## config.mk

```make
export PLATFORM = sky130hd
export DESIGN_NAME = des_round_engine
export DESIGN_NICKNAME = d
export VERILOG_FILES = /design/src/rtl/des_round_engine.sv
export SDC_FILE = /design/constraint.sdc
export NUM_CORES = 1
export LEC_CHECK = 0
export ABC_AREA = 1
export CORE_MARGIN = 2
export CORE_UTILIZATION = 55
export DETAILED_ROUTE_END_ITERATION = 7
export MAX_ROUTING_LAYER = met4
export PLACE_DENSITY = 0.79
export SETUP_SLACK_MARGIN = 0.2
export SLEW_MARGIN = 40
export SYNTH_ARGS = -nofsm -noshare
export SYNTH_HDL_FRONTEND = slang
export SYNTH_SLANG_ARGS = --single-unit
export TNS_END_PERCENT = 1
```

## constraint.sdc

```tcl
create_clock -name Clk -period 3.8 [get_ports Clk]
set_clock_uncertainty 0.15 [all_clocks]
set_input_delay 0.38 -clock Clk [delete_from_list [all_inputs] [get_ports Clk]]
set_output_delay 0.38 -clock Clk [all_outputs]
set_load 0.005 [all_outputs]
```

## src/rtl/des_round_engine.sv

```systemverilog
// Iterative DES engine: ROUNDS_PER_CYCLE Feistel rounds per clock with an on-the-fly key
// schedule (C/D rotate left for encrypt, right for decrypt, back to their start after 16 rounds).
module des_round_engine #(
    parameter int ROUNDS_PER_CYCLE = 1
) (
    input  logic        Clk,
    input  logic        RstN,
    input  logic        InValid,
    output logic        InReady,
    input  logic        Decrypt,
    input  logic [63:0] DataIn,
    input  logic [63:0] KeyIn,
    output logic        OutValid,
    input  logic        OutReady,
    output logic [63:0] DataOut,
    output logic        Busy
);

    generate
        if (!(ROUNDS_PER_CYCLE == 1 || ROUNDS_PER_CYCLE == 2 || ROUNDS_PER_CYCLE == 4 ||
              ROUNDS_PER_CYCLE == 8 || ROUNDS_PER_CYCLE == 16)) begin : g_bad_rpc
            $error("des_round_engine: ROUNDS_PER_CYCLE must be 1, 2, 4, 8 or 16");
        end
    endgenerate

    localparam logic [4:0] STEP = 5'(ROUNDS_PER_CYCLE);

    localparam int IP_T [64] = '{
        58, 50, 42, 34, 26, 18, 10, 2, 60, 52, 44, 36, 28, 20, 12, 4,
        62, 54, 46, 38, 30, 22, 14, 6, 64, 56, 48, 40, 32, 24, 16, 8,
        57, 49, 41, 33, 25, 17,  9, 1, 59, 51, 43, 35, 27, 19, 11, 3,
        61, 53, 45, 37, 29, 21, 13, 5, 63, 55, 47, 39, 31, 23, 15, 7};
    localparam int FP_T [64] = '{
        40, 8, 48, 16, 56, 24, 64, 32, 39, 7, 47, 15, 55, 23, 63, 31,
        38, 6, 46, 14, 54, 22, 62, 30, 37, 5, 45, 13, 53, 21, 61, 29,
        36, 4, 44, 12, 52, 20, 60, 28, 35, 3, 43, 11, 51, 19, 59, 27,
        34, 2, 42, 10, 50, 18, 58, 26, 33, 1, 41,  9, 49, 17, 57, 25};
    localparam int E_T [48] = '{
        32,  1,  2,  3,  4,  5,  4,  5,  6,  7,  8,  9,  8,  9, 10, 11,
        12, 13, 12, 13, 14, 15, 16, 17, 16, 17, 18, 19, 20, 21, 20, 21,
        22, 23, 24, 25, 24, 25, 26, 27, 28, 29, 28, 29, 30, 31, 32,  1};
    localparam int P_T [32] = '{
        16,  7, 20, 21, 29, 12, 28, 17,  1, 15, 23, 26,  5, 18, 31, 10,
         2,  8, 24, 14, 32, 27,  3,  9, 19, 13, 30,  6, 22, 11,  4, 25};
    localparam int PC1_T [56] = '{
        57, 49, 41, 33, 25, 17,  9,  1, 58, 50, 42, 34, 26, 18,
        10,  2, 59, 51, 43, 35, 27, 19, 11,  3, 60, 52, 44, 36,
        63, 55, 47, 39, 31, 23, 15,  7, 62, 54, 46, 38, 30, 22,
        14,  6, 61, 53, 45, 37, 29, 21, 13,  5, 28, 20, 12,  4};
    localparam int PC2_T [48] = '{
        14, 17, 11, 24,  1,  5,  3, 28, 15,  6, 21, 10, 23, 19, 12,  4,
        26,  8, 16,  7, 27, 20, 13,  2, 41, 52, 31, 37, 47, 55, 30, 40,
        51, 45, 33, 48, 44, 49, 39, 56, 34, 53, 46, 42, 50, 36, 29, 32};
    localparam logic [255:0] SBOX [8] = '{
        256'hE4D12FB83A6C5907_0F74E2D1A6CB9538_41E8D62BFC973A50_FC8249175B3EA06D,
        256'hF18E6B34972DC05A_3D47F28EC01A69B5_0E7BA4D158C6932F_D8A13F42B67C05E9,
        256'hA09E63F51DC7B428_D709346A285ECBF1_D6498F30B12C5AE7_1AD069874FE3B52C,
        256'h7DE3069A1285BC4F_D8B56F03472C1AE9_A690CB7DF13E5284_3F06A1D8945BC72E,
        256'h2C417AB6853FD0E9_EB2C47D150FA3986_421BAD78F9C5630E_B8C71E2D6F09A453,
        256'hC1AF92680D34E75B_AF427C9561DE0B38_9EF528C3704A1DB6_432C95FABE17608D,
        256'h4B2EF08D3C975A61_D0B7491AE35C2F86_14BDC37EAF680592_6BD814A7950FE23C,
        256'hD2846FB1A93E50C7_1FD8A374C56B0E92_7B419CE206ADF358_21E74A8DFC90356B};

    typedef enum logic [1:0] {IDLE = 2'd0, RUN = 2'd1, DONE = 2'd2} state_e;

    function automatic logic [63:0] ip_perm(input logic [63:0] x);
        logic [63:0] y;
        y = '0;
        for (int i = 0; i < 64; i++) y[63-i] = x[64-IP_T[i]];
        return y;
    endfunction

    function automatic logic [63:0] fp_perm(input logic [63:0] x);
        logic [63:0] y;
        y = '0;
        for (int i = 0; i < 64; i++) y[63-i] = x[64-FP_T[i]];
        return y;
    endfunction

    function automatic logic [55:0] pc1_perm(input logic [63:0] x);
        logic [55:0] y;
        y = '0;
        for (int i = 0; i < 56; i++) y[55-i] = x[64-PC1_T[i]];
        return y;
    endfunction

    function automatic logic [47:0] pc2_perm(input logic [55:0] x);
        logic [47:0] y;
        y = '0;
        for (int i = 0; i < 48; i++) y[47-i] = x[56-PC2_T[i]];
        return y;
    endfunction

    function automatic logic [31:0] feistel(input logic [31:0] r, input logic [47:0] k);
        logic [47:0] x;
        logic [31:0] s;
        logic [31:0] y;
        logic [5:0]  six;
        int unsigned idx;
        x = '0;
        for (int i = 0; i < 48; i++) x[47-i] = r[32-E_T[i]];
        x = x ^ k;
        s = '0;
        for (int b = 0; b < 8; b++) begin
            six = x[47-6*b -: 6];
            idx = 32'({six[5], six[0], six[4:1]});
            s[31-4*b -: 4] = SBOX[b][255-4*idx -: 4];
        end
        y = '0;
        for (int i = 0; i < 32; i++) y[31-i] = s[32-P_T[i]];
        return y;
    endfunction

    function automatic logic single_shift(input logic [4:0] rnd);
        return (rnd == 5'd1) || (rnd == 5'd2) || (rnd == 5'd9) || (rnd == 5'd16);
    endfunction

    function automatic logic [27:0] rol28(input logic [27:0] x, input logic one);
        return one ? {x[26:0], x[27]} : {x[25:0], x[27:26]};
    endfunction

    function automatic logic [27:0] ror28(input logic [27:0] x, input logic one);
        return one ? {x[0], x[27:1]} : {x[1:0], x[27:2]};
    endfunction

    state_e      state_q, state_d;
    logic [31:0] l_q, l_d, r_q, r_d;
    logic [27:0] c_q, c_d, d_q, d_d;
    logic [4:0]  cnt_q, cnt_d;
    logic        dec_q, dec_d;
    logic [63:0] dout_q, dout_d;
    logic [27:0] c_init_q, d_init_q;

    // Parity bits never enter the key schedule.
    logic key_parity_unused;
    assign key_parity_unused = ^{KeyIn[56], KeyIn[48], KeyIn[40], KeyIn[32],
                                 KeyIn[24], KeyIn[16], KeyIn[8], KeyIn[0]};

    logic [31:0] l_v, r_v, t_v;
    logic [27:0] c_v, d_v;
    logic [47:0] k_v;
    logic [4:0]  rnd_v;

    always_comb begin
        l_v   = l_q;
        r_v   = r_q;
        c_v   = c_q;
        d_v   = d_q;
        t_v   = '0;
        k_v   = '0;
        rnd_v = '0;
        for (int k = 0; k < ROUNDS_PER_CYCLE; k++) begin
            rnd_v = cnt_q + 5'(k + 1);
            if (!dec_q) begin
                c_v = rol28(c_v, single_shift(rnd_v));
                d_v = rol28(d_v, single_shift(rnd_v));
                k_v = pc2_perm({c_v, d_v});
            end else begin
                // Decrypt undoes the encrypt schedule: subkey first, then rotate back.
                k_v = pc2_perm({c_v, d_v});
                c_v = ror28(c_v, single_shift(5'd17 - rnd_v));
                d_v = ror28(d_v, single_shift(5'd17 - rnd_v));
            end
            t_v = r_v;
            r_v = l_v ^ feistel(r_v, k_v);
            l_v = t_v;
        end
    end

    always_comb begin
        state_d = state_q;
        l_d     = l_q;
        r_d     = r_q;
        c_d     = c_q;
        d_d     = d_q;
        cnt_d   = cnt_q;
        dec_d   = dec_q;
        dout_d  = dout_q;
        case (state_q)
            IDLE: begin
                if (InValid) begin
                    {l_d, r_d} = ip_perm(DataIn);
                    {c_d, d_d} = pc1_perm(KeyIn);
                    dec_d      = Decrypt;
                    cnt_d      = '0;
                    state_d    = RUN;
                end
            end
            RUN: begin
                l_d   = l_v;
                r_d   = r_v;
                c_d   = c_v;
                d_d   = d_v;
                cnt_d = cnt_q + STEP;
                if (cnt_d == 5'd16) begin
                    dout_d  = fp_perm({r_v, l_v});
                    state_d = DONE;
                end
            end
            DONE: begin
                if (OutReady) state_d = IDLE;
            end
            default: state_d = IDLE;
        endcase
    end

    always_ff @(posedge Clk or negedge RstN) begin
        if (!RstN) begin
            state_q <= IDLE;
            l_q     <= '0;
            r_q     <= '0;
            c_q     <= '0;
            d_q     <= '0;
            cnt_q   <= '0;
            dec_q   <= 1'b0;
            dout_q  <= '0;
        end else begin
            state_q <= state_d;
            l_q     <= l_d;
            r_q     <= r_d;
            c_q     <= c_d;
            d_q     <= d_d;
            cnt_q   <= cnt_d;
            dec_q   <= dec_d;
            dout_q  <= dout_d;
        end
    end

    always_ff @(posedge Clk or negedge RstN) begin
        if (!RstN) begin
            c_init_q <= '0;
            d_init_q <= '0;
        end else if (state_q == IDLE && InValid) begin
            c_init_q <= c_d;
            d_init_q <= d_d;
        end
    end

    a_key_restored: assert property (@(posedge Clk) disable iff (!RstN)
        (state_q == RUN && state_d == DONE) |-> ({c_v, d_v} == {c_init_q, d_init_q}));

    assign InReady  = (state_q == IDLE);
    assign OutValid = (state_q == DONE);
    assign Busy     = (state_q != IDLE);
    assign DataOut  = dout_q;

endmodule

```

After elaboration in Yosys (flattened, before gate mapping)
Cells that the tools add are included.
- shift-type cells: 8
- reductions and logical operators: 13
- $add $sub $neg: 10
- bitwise logic cells: 2
- eq/ne operators: 13
- muxes and demuxes: 21
- operators with widths (cell ; count):
    indexed part select 259 x 33 -> 4 bit (first input constant) ; 8
    two-way mux 28 bit ; 8
    one-hot mux 32 bit (2 select lines) ; 2
    one-hot mux 28 bit (2 select lines) ; 2
    subtractor 8 x 8 -> 9 bit (first input constant) ; 8
    two-way mux 32 bit ; 2
    two-way mux 48 bit ; 1
    XOR 48 bit ; 1
    XOR 32 bit ; 1
    == test 5 x 1 -> 1 bit (second input constant) ; 2
    == test 5 x 2 -> 1 bit (second input constant) ; 2
    == test 5 x 4 -> 1 bit (second input constant) ; 2
    == test 5 bit (second input constant) ; 2
    one-hot mux 5 bit (2 select lines) ; 1
    logical OR 1 bit ; 6
    two-way mux 2 bit ; 3
    one-hot mux 2 bit (3 select lines) ; 1
    AND reduction 2 bit ; 3
    adder 5 x 1 -> 5 bit (second input constant) ; 1
    two-way mux 5 bit ; 1
    subtractor 5 bit (first input constant) ; 1
    inequality test 2 bit (second input constant) ; 2
    nonzero test 2 bit ; 2
    AND reduction 3 bit ; 1
    4 further kinds ; 4
- flip-flop bits (word level): 192
- logic and storage cells: 75

Longest topological paths before layout
Gate-level depths: netlist of the first run.
- depth after elaboration: 12
- gate-level depth with buffers: 29
- mapped depth without buffers: 27

Worst setup path after synthesis of the first run
OpenSTA, ideal clock, no wires.
- kind: reg-to-reg
- start point: register cnt_q[0]
- end point: register r_q[25], in the netlist l_v[25]
- buffers on the path: 2
- data arrival time: 3132 ps
- required time: 3534 ps
- path slack: 401 ps
- clock period less this slack: 3399 ps
- stages on the path, launching flop included: 27
- path through: dfrtp_1 ha_1 nand3_2 xor2_4 nor2_1 nand2_2 nand2_4 buf_6 buf_6 nand2_1 nand3_1 nand2_1 nand2_1 nand2_1 ha_1 inv_1 nand3_1 nand2_1 nand2_1 nand3_1 nand3_1 nand2_1 nand2_1 nand2_1 nand2_1 nand2_1 nand2_1
- longest elaborated chain between the ends: 12
- elaborated cells on any way between the ends: 15
- classes of those cells: 2 x add/sub; 4 x eq/ne; 1 x shift; 3 x mux; 2 x bitwise; 3 x reduce/logical
- RTL lines (what ; RTL line ; RTL):
    start, declared ; 129 ; logic [4:0] cnt_q, cnt_d;
    start signal, assigned ; 223 ; cnt_q <= cnt_d;
    adder 5 x 1 -> 5 bit * ; 153 ; rnd_v = cnt_q + 5'(k + 1);
    == test 5 x 1 -> 1 bit or == test 5 x 2 -> 1 bit (tied branches) ; 115 ; return (rnd == 5'd1) || (rnd == 5'd2) || (rnd == 5'd9) || (rnd == 5'd16);
    logical OR 1 bit (2 in series) ; 115 ;
    logical OR 1 bit * ; 115 ;
    two-way mux 28 bit * ; 119 ; return one ? {x[26:0], x[27]} : {x[25:0], x[27:26]};
    two-way mux 48 bit * ; 154 ; if (!dec_q) begin
    XOR 48 bit * ; 102 ; x = x ^ k;
    subtractor 8 x 8 -> 9 bit * ; 107 ; s[31-4*b -: 4] = SBOX[b][255-4*idx -: 4];
    indexed part select 259 x 33 -> 4 bit * ; 107 ;
    XOR 32 bit * ; 165 ; r_v = l_v ^ feistel(r_v, k_v);
    one-hot mux 32 bit (2 select lines) * ; 179 ; case (state_q)
    end signal, assigned ; 220 ; r_q <= r_d;
    end, declared ; 127 ; logic [31:0] l_q, l_d, r_q, r_d;
Mark *: on every way between the ends. The rest lies on a longest branch, timed or not.
A chain may end at the register's enable or synchronous reset.

Worst setup path after layout of the first run
- start point: register cnt_q[1]
- end point: register r_q[27], in the netlist l_v[27]
The elaborated chain is that of the path after synthesis.

==> impl_metrics.ini, run 1 <==
[yosys]
postSynthCellCount = 2568
synth_nets = 2769
ys_seq_area_frac = 0.291
avgSynthCellArea_um2 = 6.42
synth_warnings = 0
yosysUniqueCellTypes = 39
syn_area_mm2 = 0.0165
ys_ff_latch = 192

[sta]
hold_violations = 0
slew_violations = 0
setup_tns_ns = 0
rsz0062_at_grt = yes
fmax_mhz = 278
min_period_over_period = 0.946
finalSetupViolations = 0
slew_headroom = 0.445
min_period_ns = 3.60
worst-slew-pin-transition_ns = 0.833

[critical_path]
crit_fanout = 12
cpMaxStageDelayCell = xor2_2
end_kind = register
cp_top_family = simple AND/OR/NAND/NOR gates
cp_num_buf_inv = 3
crit_type = register to register
worstPathCellList = ha_4 > nand3_4 > xor2_4 > nor2_2 > nand2_4 > nand2_8 > buf_4 > buf_4 > a21oi_1 > o21ai_1 > o21ai_2 > xor2_2 > inv_2 > nand3_1 > nand2_1 > nand2_1 > nand3_2 > nand2_1 > nand2_1
crit_start = cnt_q[1]
start_kind = register
timing.rr.start = cnt_q[1]
critPathMaxStageDelay_ns = 0.48
worstPathArrival_ns = 3.79
cpMostUsedCell = nand2_1
crit_required_ns = 3.99

[clock_network]
clk_pin_slew_ns = 0.08
cts-root-buf = clkbuf_16
clk_latency_ns = 0.46
htreeDepth = 4
cts_tree = yes
cts_buffers = 17
cts.sinks = 192
max-clock-path-buffers = 2

[global_routing]
grt_pass1_vias = 17600
overflow = 0
grt_pass1_wl_um = 97400
grt_max_degree = 167
antenna_found_initial = 0
grt_usage = 0.415

[run]
maxCapViolations = 0

[detailed_routing]
first_pass_iters = 6
drcViolationCount = 0
routed_wl_um = 65000
final_antenna_net_count = 0
routed_via_density = 6.19
wl_per_cell_um = 20.5
dr.first_iter.drc_count = 2653
vias = 19600

[floorplanning]
die_h_um = 177
rows = 63
fp.dieW_um = 177
io_pins = 200
start_util = 0.558
dieArea_mm2 = 0.0314
placeableCoreArea_mm2 = 0.0296

[finish]
diodes = 0
synthToLayoutAreaGrowth_pct = 25.6
layout_commonest_cell = nand2_1
layout.cells.most_common_list = nand2_1, nand3_1, dfrtp_1
nets = 2967
drive_gt1_frac = 0.147

[placement]
gp_congestion = 0.968
port_buffers = 191
dp_hpwl_um = 46600

[worst_hold_path]
min_path_type = input port to async pin

[outcome]
status = finished clean
[metal layers]
layer / routed length [µm] / global-route usage
met1: 25500 / 0.551
met2: 28900 / 0.621
met3: 7650 / 0.0788
met4: 3030 / 0.171
met5: 0 / -
[layout make-up]
class	count	area, µm²
Timing Repair Buffer	315	3060
Multi-Input combinational cell	2034	11000
Tap cell	390	488
Sequential cell	192	4810
Clock inverter	13	143
Inverter	206	773
Clock buffer	19	443
Fill cell	2570	8840
[logic make-up after synthesis]
kind of cell / Yosys count / synth area share
AOI/OAI and AO/OA: 410 / 0.148
xor gates and xnor gates: 19 / 0.0183
adders and majority gates: 68 / 0.0516
buffers and inverters: 344 / 0.0886
DFF: 192 / 0.291
and+or+nand+nor: 1535 / 0.402
[cell usage after synthesis, drive strengths merged]
library cell / number / area [µm²]
ha: 68 / 851
o21ai: 210 / 1090
clkbuf: 76 / 285
or2: 2 / 12.5
buf: 62 / 403
o31ai: 1 / 7.51
nor3: 1 / 5.00
o22ai: 2 / 12.5
nand4: 38 / 238
nand3: 477 / 2470
a31oi: 13 / 81.3
clkinv: 1 / 3.75
xnor2: 1 / 8.76
dfrtp: 192 / 4800
inv: 205 / 769
o21bai: 1 / 7.51
o221ai: 55 / 482
a22oi: 4 / 30.0
a21boi: 2 / 15.0
nor2: 91 / 347
a21oi: 82 / 422
xor2: 18 / 293
o211ai: 40 / 300
nand2: 924 / 3540
nand3b: 2 / 15.0
[repair_timing]
| item | CTS | global route |
|---|---|---|
| endpoints found under the hold margin | 97 | 0 |
| setup buffers | 0 | 10 |
| setup endpoints to repair | 43 | 64 |
| hold buffers | 1 | 0 |
| pin swaps | 0 | 55 |
| resized for setup | 14 | 179 |
| cloned | 0 | 3 |
[registers in the layout, summed over array words and instances (netlist names)]
| name | flops |
|---|---|
| state_q | 2 |
| c_q | 28 |
| dec_q | 1 |
| l_q | 32 |
| cnt_q | 5 |
| d_q | 28 |
| DataOut | 64 |
| l_v | 32 |
[through the flow]
step | hold WS [ns] | utilization | cells | setup slack [ns] | instance area, µm²
3_5_place_dp | 0.315 | 0.650 | 3122 | 0.0587 | 19200
2_1_floorplan | -0.0656 | - | 2568 | 0.401 | 16500
5_1_grt | 0.277 | 0.701 | 3169 | 0.0708 | 20700
3_3_place_gp | 0.311 | 0.650 | 3122 | 0.107 | 19200
4_1_cts | 0.331 | 0.672 | 3155 | 0.129 | 19900
6_report | 0.268 | 0.701 | 3169 | 0.204 | 20700
[worst paths after layout]
| path | endpoint | slack (ns) | depth (start not counted) |
|---|---|---|---|
| max reg2reg | l_v[27] | 0.20 | 19 |
| min in group Clk | DataOut[20] | 0.33 | 2 |
| min reg2reg | DataOut[20] | 0.33 | 2 |
| max in group asynchronous | l_q[11] | 2.11 | 4 |
| max | l_v[27] | 0.20 | 19 |
| min | cnt_q[0] | 0.27 | 2 |
Power of run 1 is not shown: default switching activity piles up to over one toggle a cycle in this logic, so the estimate is an artifact.
==> run 2: changes to the inputs <==
--- a/config.mk
+++ b/config.mk
@@ -10,7 +10,7 @@
 export CORE_UTILIZATION = 55
 export DETAILED_ROUTE_END_ITERATION = 7
 export MAX_ROUTING_LAYER = met4
-export PLACE_DENSITY = 0.79
+export PLACE_DENSITY = 0.85
 export SETUP_SLACK_MARGIN = 0.2
 export SLEW_MARGIN = 40
 export SYNTH_ARGS = -nofsm -noshare
==> run 2 against run 1 <==
Compared with the run above:
- first-iteration DRC count is 1.9% higher
- die area stayed put
- non-clock buffer count is 14 higher
- core utilization is 0.91 points lower
==> impl_metrics.ini, run 2 (same netlist as run 1, synthesis figures left out) <==
[detailed_routing]
drcViolationCount = 0
routed_via_density = 6.14
vias = 19600
routed_wl_um = 62700
wl_per_cell_um = 19.7
dr.first_iter.drc_count = 2703
first_pass_iters = 7
final_antenna_net_count = 0

[outcome]
status = finished clean

[run]
maxCapViolations = 0

[floorplanning]
start_util = 0.558
io_pins = 200
rows = 63
placeableCoreArea_mm2 = 0.0296
dieArea_mm2 = 0.0314
fp.dieW_um = 177
die_h_um = 177

[finish]
synthToLayoutAreaGrowth_pct = 24.0
layout.cells.most_common_list = nand2_1, nand3_1, dfrtp_1
final_cell_area_mm2 = 0.0204
layout_commonest_cell = nand2_1
nets = 2979
drive_gt1_frac = 0.129
largest_register_ffs = 64

[critical_path]
crit_required_ns = 4.00
reg2reg_depth = 22
crit_fanout = 9
crit_start = cnt_q[0]
r2r_setup_slack_ns = 0.17
timing.rr.start = cnt_q[0]
worstPathArrival_ns = 3.84
crit_type = register to register
r2r_end = l_v[29]
end_kind = register
start_kind = register
cp-endpoint = l_v[29]

[clock_network]
cts-root-buf = clkbuf_16
clk_latency_ns = 0.47
cts_tree = yes
max-clock-path-buffers = 2
htreeDepth = 4
cts.sinks = 192
clk_pin_slew_ns = 0.08
cts_buffers = 17

[global_routing]
grt_usage = 0.405
met1_usage = 0.558
grt.busiest_layer = met2
use_met2 = 0.600
use_met3 = 0.0765
grt_max_degree = 167
grt_pass1_vias = 17600
grt_pass1_wl_um = 96500
antenna_found_initial = 1
overflow = 0

[sta]
setup_tns_ns = 0
min_period_ns = 3.63
rsz0062_at_grt = yes
slew_headroom = 0.454
finalSetupViolations = 0
slew_violations = 0
worst-slew-pin-transition_ns = 0.819
fmax_mhz = 275
min_period_over_period = 0.957
hold_violations = 0

[placement]
gp_congestion = 1.01
port_buffers = 191
dp_hpwl_um = 45400
placed_cell_area_mm2 = 0.0193

[worst_hold_path]
min_path_type = register to register
run 2: changes by cell type in the layout (fill, tap and decap cells not counted), sizes merged:
cell | before | now
buf | 123 | 138
bufinv | 1 | 0
clkbuf | 20 | 18
clkinv | 3 | 5
clkinvlp | 2 | 4
diode | 0 | 2
inv | 213 | 211
nand2 | 926 | 924
run 2: stage by stage:
| stage | worst slack (ns) | hold WS, ns | instances | utilization |
|---|---|---|---|---|
| floorplan | 0.401 | -0.0656 | 2568 | - |
| global placement | 0.136 | 0.313 | 3140 | 0.653 |
| detailed placement | 0.0796 | 0.317 | 3140 | 0.653 |
| CTS | 0.153 | 0.336 | 3174 | 0.675 |
| global route | -0.0280 | 0.360 | 3182 | 0.692 |
| finish | 0.165 | 0.333 | 3183 | 0.692 |
run 2: metal layers:
metal	vias to the layer above	wire, µm	share of wire
met1	9087	25100	0.40
met3	171	7850	0.13
met5	-	0	0
met2	1282	27700	0.44
met4	0	2110	0.034
li1	9016	-	-
run 2: worst min-delay path by stage:
stage,startpoint,endpoint,slack [ns],depth (start not counted)
finish,DataOut[40],DataOut[40],0.33,2
global route,DataOut[40],DataOut[40],0.36,2
global placement,DataOut[14],DataOut[14],0.31,2
detailed placement,DataOut[14],DataOut[14],0.32,2
floorplan,RstN,DataOut[0],-0.07,0
CTS,DataOut[40],DataOut[40],0.34,2
run 2: timing repair:
| item | in CTS | in global routing |
|---|---|---|
| hold buffers | 1 | 0 |
| resized for setup | 17 | 104 |
| buffers inserted | 1 | 7 |
| pin swaps | 2 | 19 |
| endpoints found under the setup margin | 34 | 64 |
| hold endpoints to repair | 92 | 0 |
run 2: cell type report:
| type | instances | area, µm² |
|---|---|---|
| inverters | 206 | 778 |
| multi-input cells | 2032 | 10700 |
| repair buffers | 329 | 3070 |
| clock buffers | 18 | 439 |
| well taps | 390 | 488 |
| diodes | 2 | 5.00 |
| flip-flops and latches | 192 | 4810 |
| fillers | 2586 | 9110 |
| clock inverters | 14 | 125 |
run 2: critical path, cell delays in order (launching register included):
cell and delay [ns]:
dfrtp_1 0.41, ha_4 0.19, xor2_1 0.17, a21oi_2 0.20, nand3_4 0.18, nand2_4 0.14
buf_4 0.17, nand2_1 0.09, nand3_2 0.14, nand2_1 0.09, nand2_1 0.07, nand2_1 0.11
ha_4 0.32, inv_1 0.05, nand2_2 0.10, buf_4 0.13, nand3_1 0.08, nand3_1 0.10
nand3_1 0.12, nand3_1 0.14, nand3_1 0.13, nand2_1 0.15, nand2_1 0.06
Power of run 2 is left out for the same reason.
